==> config.mk <==
export PLATFORM = sky130hd
export DESIGN_NAME = pd_power_sequencer
export DESIGN_NICKNAME = d
export VERILOG_FILES = /design/src/rtl/pd_power_sequencer.sv
export SDC_FILE = /design/constraint.sdc
export NUM_CORES = 1
export LEC_CHECK = 0
export CAP_MARGIN = 20
export CORE_MARGIN = 2
export CORE_UTILIZATION = 40
export CTS_BUF_LIST = sky130_fd_sc_hd__clkbuf_8
export CTS_CLUSTER_SIZE = 24
export DETAILED_ROUTE_END_ITERATION = 10
export PLACE_DENSITY = 0.69
export SYNTH_ARGS = -nofsm -noshare
export SYNTH_HDL_FRONTEND = slang
export SYNTH_SLANG_ARGS = --single-unit
==> constraint.sdc <==
create_clock -name clk -period 3.54 [get_ports clk]
set_clock_uncertainty 0.15 [all_clocks]
set_input_delay 0.354 -clock clk [delete_from_list [all_inputs] [get_ports clk]]
set_output_delay 0.354 -clock clk [all_outputs]
set_load 0.01 [all_outputs]
==> src/rtl/pd_power_sequencer.sv <==
// Per-domain power sequencer: walks switch, reset, clock, isolation and retention controls
// through a fixed timed order, with power-switch handshake, timeout and sticky error.
module pd_power_sequencer #(
    parameter int NUM_PD      = 10,
    parameter int CNT_W       = 8,
    parameter int SETTLE_CYC  = 16,
    parameter int STEP_CYC    = 2,
    parameter int TIMEOUT_CYC = 200
) (
    input  logic              clk,
    input  logic              rstn,
    input  logic [NUM_PD-1:0] pd_req,
    input  logic [NUM_PD-1:0] pd_ret_req,
    input  logic [NUM_PD-1:0] pwr_ack,
    input  logic [NUM_PD-1:0] err_clr,
    output logic [NUM_PD-1:0] pwr_sw_en,
    output logic [NUM_PD-1:0] pd_iso_n,
    output logic [NUM_PD-1:0] pd_ret_n,
    output logic [NUM_PD-1:0] pd_rst_n,
    output logic [NUM_PD-1:0] pd_clk_en,
    output logic [NUM_PD-1:0] pd_on,
    output logic              pd_busy,
    output logic [NUM_PD-1:0] pd_err
);

    typedef enum logic [3:0] {
        ST_OFF      = 4'd0,
        ST_PWR_UP   = 4'd1,
        ST_SETTLE   = 4'd2,
        ST_RESTORE  = 4'd3,
        ST_RST_REL  = 4'd4,
        ST_CLK_EN   = 4'd5,
        ST_ISO_REL  = 4'd6,
        ST_ON       = 4'd7,
        ST_CLK_GATE = 4'd8,
        ST_ISO_ON   = 4'd9,
        ST_RET_SAVE = 4'd10,
        ST_RST_ON   = 4'd11,
        ST_PWR_DN   = 4'd12,
        ST_ERR      = 4'd13
    } state_t;

    // Counter values at which a state is left (counter is zero in the first cycle of a state)
    localparam logic [CNT_W-1:0] SETTLE_LAST  = CNT_W'(SETTLE_CYC - 1);
    localparam logic [CNT_W-1:0] STEP_LAST    = CNT_W'(STEP_CYC - 1);
    localparam logic [CNT_W-1:0] TIMEOUT_LAST = CNT_W'(TIMEOUT_CYC - 1);
    localparam logic [CNT_W-1:0] CNT_MAX      = {CNT_W{1'b1}};
    localparam logic [CNT_W-1:0] CNT_ZERO     = {CNT_W{1'b0}};

    if (TIMEOUT_CYC >= (1 << CNT_W)) begin : g_cfg_check
        $error("pd_power_sequencer: TIMEOUT_CYC must be less than 2**CNT_W");
    end

    logic [NUM_PD-1:0] busy_vec_s;

    assign pd_busy = |busy_vec_s;

    for (genvar i = 0; i < NUM_PD; i++) begin : g_pd
        state_t           state_r;
        logic [CNT_W-1:0] cnt_r;
        logic             ret_lat_r;
        logic             sw_en_r;
        logic             iso_n_r;
        logic             ret_n_r;
        logic             rst_n_r;
        logic             clk_en_r;
        logic             on_r;
        logic             err_r;
        logic             busy_r;

        // Domain FSM: state, saturating timing counter and all registered domain controls
        always_ff @(posedge clk or negedge rstn) begin
            if (!rstn) begin
                state_r   <= ST_OFF;
                cnt_r     <= CNT_ZERO;
                ret_lat_r <= 1'b0;
                sw_en_r   <= 1'b0;
                iso_n_r   <= 1'b0;
                ret_n_r   <= 1'b1;
                rst_n_r   <= 1'b0;
                clk_en_r  <= 1'b0;
                on_r      <= 1'b0;
                err_r     <= 1'b0;
                busy_r    <= 1'b0;
            end else begin
                if (cnt_r != CNT_MAX) begin
                    cnt_r <= cnt_r + 1'b1;
                end else begin
                    cnt_r <= cnt_r;
                end
                case (state_r)
                    ST_OFF: begin
                        if (pd_req[i]) begin
                            state_r <= ST_PWR_UP; cnt_r <= CNT_ZERO;
                            sw_en_r <= 1'b1; busy_r <= 1'b1;
                        end
                    end
                    ST_PWR_UP: begin
                        if (pwr_ack[i]) begin
                            state_r <= ST_SETTLE; cnt_r <= CNT_ZERO;
                        end else if (cnt_r == TIMEOUT_LAST) begin
                            state_r <= ST_ERR; cnt_r <= CNT_ZERO;
                            sw_en_r <= 1'b0; iso_n_r <= 1'b0; rst_n_r <= 1'b0;
                            clk_en_r <= 1'b0; on_r <= 1'b0; err_r <= 1'b1; busy_r <= 1'b0;
                        end
                    end
                    ST_SETTLE: begin
                        if (cnt_r == SETTLE_LAST) begin
                            cnt_r <= CNT_ZERO;
                            if (!ret_n_r) begin
                                state_r <= ST_RESTORE; ret_n_r <= 1'b1;
                            end else begin
                                state_r <= ST_RST_REL; rst_n_r <= 1'b1;
                            end
                        end
                    end
                    ST_RESTORE: begin
                        if (cnt_r == STEP_LAST) begin
                            state_r <= ST_RST_REL; cnt_r <= CNT_ZERO; rst_n_r <= 1'b1;
                        end
                    end
                    ST_RST_REL: begin
                        if (cnt_r == STEP_LAST) begin
                            state_r <= ST_CLK_EN; cnt_r <= CNT_ZERO; clk_en_r <= 1'b1;
                        end
                    end
                    ST_CLK_EN: begin
                        if (cnt_r == STEP_LAST) begin
                            state_r <= ST_ISO_REL; cnt_r <= CNT_ZERO; iso_n_r <= 1'b1;
                        end
                    end
                    ST_ISO_REL: begin
                        if (cnt_r == STEP_LAST) begin
                            state_r <= ST_ON; cnt_r <= CNT_ZERO; on_r <= 1'b1; busy_r <= 1'b0;
                        end
                    end
                    ST_ON: begin
                        if (!pd_req[i]) begin
                            state_r <= ST_CLK_GATE; cnt_r <= CNT_ZERO; on_r <= 1'b0;
                            clk_en_r <= 1'b0; ret_lat_r <= pd_ret_req[i]; busy_r <= 1'b1;
                        end
                    end
                    ST_CLK_GATE: begin
                        if (cnt_r == STEP_LAST) begin
                            state_r <= ST_ISO_ON; cnt_r <= CNT_ZERO; iso_n_r <= 1'b0;
                        end
                    end
                    ST_ISO_ON: begin
                        if (cnt_r == STEP_LAST) begin
                            cnt_r <= CNT_ZERO;
                            if (ret_lat_r) begin
                                state_r <= ST_RET_SAVE; ret_n_r <= 1'b0;
                            end else begin
                                state_r <= ST_RST_ON; rst_n_r <= 1'b0;
                            end
                        end
                    end
                    ST_RET_SAVE: begin
                        if (cnt_r == STEP_LAST) begin
                            state_r <= ST_RST_ON; cnt_r <= CNT_ZERO; rst_n_r <= 1'b0;
                        end
                    end
                    ST_RST_ON: begin
                        if (cnt_r == STEP_LAST) begin
                            state_r <= ST_PWR_DN; cnt_r <= CNT_ZERO; sw_en_r <= 1'b0;
                        end
                    end
                    ST_PWR_DN: begin
                        if (!pwr_ack[i]) begin
                            state_r <= ST_OFF; cnt_r <= CNT_ZERO; busy_r <= 1'b0;
                        end else if (cnt_r == TIMEOUT_LAST) begin
                            state_r <= ST_ERR; cnt_r <= CNT_ZERO;
                            sw_en_r <= 1'b0; iso_n_r <= 1'b0; rst_n_r <= 1'b0;
                            clk_en_r <= 1'b0; on_r <= 1'b0; err_r <= 1'b1; busy_r <= 1'b0;
                        end
                    end
                    ST_ERR: begin
                        if (err_clr[i]) begin
                            state_r <= ST_OFF; cnt_r <= CNT_ZERO; err_r <= 1'b0;
                        end
                    end
                    // Unreachable encodings fall into the safe error state
                    default: begin
                        state_r <= ST_ERR; cnt_r <= CNT_ZERO;
                        sw_en_r <= 1'b0; iso_n_r <= 1'b0; rst_n_r <= 1'b0;
                        clk_en_r <= 1'b0; on_r <= 1'b0; err_r <= 1'b1; busy_r <= 1'b0;
                    end
                endcase
            end
        end

        assign pwr_sw_en[i]  = sw_en_r;
        assign pd_iso_n[i]   = iso_n_r;
        assign pd_ret_n[i]   = ret_n_r;
        assign pd_rst_n[i]   = rst_n_r;
        assign pd_clk_en[i]  = clk_en_r;
        assign pd_on[i]      = on_r;
        assign pd_err[i]     = err_r;
        assign busy_vec_s[i] = busy_r;
    end

endmodule

==> flow_summary.ini <==
[yosys]
synthDistinctLibCells = 88
synth_warnings = 0
syn_area_um2 = 15900
synth_top_cell_by_area = dfrtp_1
ys_top_cells_by_area = dfrtp_1 (32%), a21oi_1 (5.6%), o21ai_0 (5.4%)
synthCells = 2058
synth_top_area_share_pct = 31.5
synth_ff_type = dfrtp_1
ys_ff_latch = 210
syn_nets = 2120
seq_area_frac_synth_pct = 33.2
synth_edf_count = 0
synthArstFlopShare_pct = 100
avgSynthCellArea_um2 = 7.71

[detailed_routing]
routed_wl_um = 42300
vias = 15600
drcViolationCount = 0
vias_per_cell = 5.99
first_iter_violations = 1462
drtAntennaViolNets = 0
first_pass_iters = 6
wl_per_cell_um = 16.3

[place]
dp_hpwl_um = 28900
place.gp.congestion = 0.923
place_inst = 2524
placement.cell_area_um2 = 16900
io_buffer_count = 112

[finish]
largest_register_ff_count = 80
top_regs = g_pd.cnt_r: 80 flops, g_pd.state_r: 40 flops
fin_nets = 2113
drive_gt1_share_pct = 7.91
finalNonFillerCells = 2603
largest_register = g_pd.cnt_r
design_area_um2 = 17800
areaGrowthSynthToFinish_pct = 12.3
diodes = 0

[clock_network]
cts_setup_buffers = 0
clockRootBuffer = clkbuf_8
htree_levels = 2
cts_buffers = 42
clkSinkCount = 210
clock_path_buffers = 3
clkTransAtPathRegs_ns = 0.06
cts_tree = built
clk_latency_ns = 0.58

[critical_path]
crit_top_cell = a21oi_1
cp_cell_sequence = nor4b_1 -> a21boi_0 -> a21oi_1 -> o311ai_1 -> a21oi_1 -> nor3_1
cp_slowest_cell = dfrtp_1
critical_path.startpoint_type = flop
max_stage_delay_ns = 0.69
worst_ep_arrival_time_ns = 3.18
end_kind = flop
crit_fanout = 18
critPathTopFamily = compound AO/OA/AOI/OAI gates
cp.required_ns = 3.87
cp_num_buf_inv = 0
crit_type = flop to flop

[pwr]
p_per_area_nw_per_um2 = 534
irDropWorstVdd_uv = 238
p_leak_nw = 7.05

[timing]
worst_slew_pin_slew_ns = 1.01
setup_violations = 0
hold_viol = 0
slew_violations = 0
timing.fmax_mhz = 351
fin_crit_sh_pct = 80.5
fin_crit_ns = 2.85
rsz0062_at_grt = no
setup_tns_ns = 0
relSlewSlack_pct = 31.9

[worst_hold_path]
hp-class = input pin to flop

[die]
die-height_um = 203
num_rows = 72
start_util_pct = 40.8
dieArea_um2 = 41300
coreArea_um2 = 38900
ios = 113
die_x_um = 203

[global_route]
grt_usage_pct = 20.0
grt_antenna_before_repair = 0
grt_pass1_wl_um = 70600
grt_start_max_net_pins = 100
grt_pass1_vias = 14300
grt_overflow = 0

[status]
status = finished clean

[job]
drv_cap = 0
final timing paths:
kind,startpoint,to,slack [ns],cells past startpoint
worst max-delay path,g_pd[3].state_r[1],g_pd[3].cnt_r[6],0.69,6
worst min-delay path,pd_ret_req[1],g_pd[1].ret_lat_r,0.20,3
worst max register to register,g_pd[3].state_r[1],g_pd[3].cnt_r[6],0.69,6
worst min register to register,g_pd[1].ret_lat_r,g_pd[1].ret_n_r,0.33,1
max in group asynchronous,rstn,g_pd[6].cnt_r[3],2.13,3
min in group asynchronous,rstn,g_pd[5].clk_en_r,0.24,2
metal layers:
metal	vias up	share of wire (%)	track usage, %
met1	7401	46	27.9
met2	624	45	31.5
met4	0	2.2	6.86
li1	7489	-	-
met3	87	7.0	3.40
met5	-	0	0
power breakdown:
group / switching, mW / internal [mW] / total (mW)
registers: 0.588 / 2.72 / 3.30
logic: 2.08 / 1.54 / 3.62
clock network: 1.16 / 1.44 / 2.60
stage by stage:
stage          setup slack (ns)  hold slack, ns  power [mW]  utilization (%)
2_1_floorplan             0.984         -0.0916        6.01                -
3_3_place_gp              0.819           0.304        6.83             43.5
3_5_place_dp              0.748           0.315        6.90             43.5
4_1_cts                   0.762           0.161        9.59             45.8
5_1_grt                   0.465           0.199        10.2             45.8
6_report                  0.690           0.202        9.52             45.8
placed cells by master, fill, tap and decap left out, types with 22 or more instances in the layout:
master / Yosys / final
nand2_1: 179 / 179
o21ai_0: 171 / 171
clkbuf_8: 0 / 57
buf_4: 70 / 37
nor2b_1: 46 / 46
and3_1: 42 / 42
a21oi_1: 176 / 176
dfrtp_1: 200 / 200
a211oi_1: 36 / 36
a31oi_1: 50 / 50
nor3_1: 70 / 70
mux2_2: 22 / 22
nand4_1: 23 / 23
clkdlybuf4s50_1: 0 / 111
nand3_1: 83 / 83
inv_1: 69 / 79
nor2_1: 219 / 219
kinds of logic after synthesis:
logic type	Yosys count	share of synthesized area [%]
compound gates	673	27.3
xor+xnor	34	1.88
fa+ha+maj	21	1.64
buf+inv	279	8.30
flops	210	33.2
mux	41	2.76
simple gates	800	24.9
area by class of cell:
type / count / area, um^2
timing repair buffer: 152 / 1450
tap: 518 / 648
multi-input combinational: 1569 / 9280
inverter: 76 / 285
clock buffer: 57 / 785
clock inverter: 21 / 92.6
fill: 3911 / 21100
sequential: 210 / 5270
worst min-delay path, stage by stage:
cell and delay [ns]:
clkdlybuf4s50_1 0.41, nand2_1 0.05, o21ai_0 0.06
synthesized netlist by cell type, drive strengths merged, types with 22 or more instances:
cell / count
a21oi: 177
mux2: 22
clkbuf: 113
nand4: 23
o21ai: 171
nand2: 179
buf: 90
a211oi: 36
a31oi: 50
nand3: 83
nor2b: 46
nor3: 70
dfrtp: 200
and3: 42
nor2: 220
and2: 23
inv: 69
what timing repair did:
| action | CTS | global route |
|---|---|---|
| endpoints found under the hold margin | 91 | 0 |
| hold buffers | 1 | 0 |
| setup endpoints to repair | 0 | 0 |
| resized for setup | 0 | 0 |
Note: power is estimated with default switching activity, not from simulation.
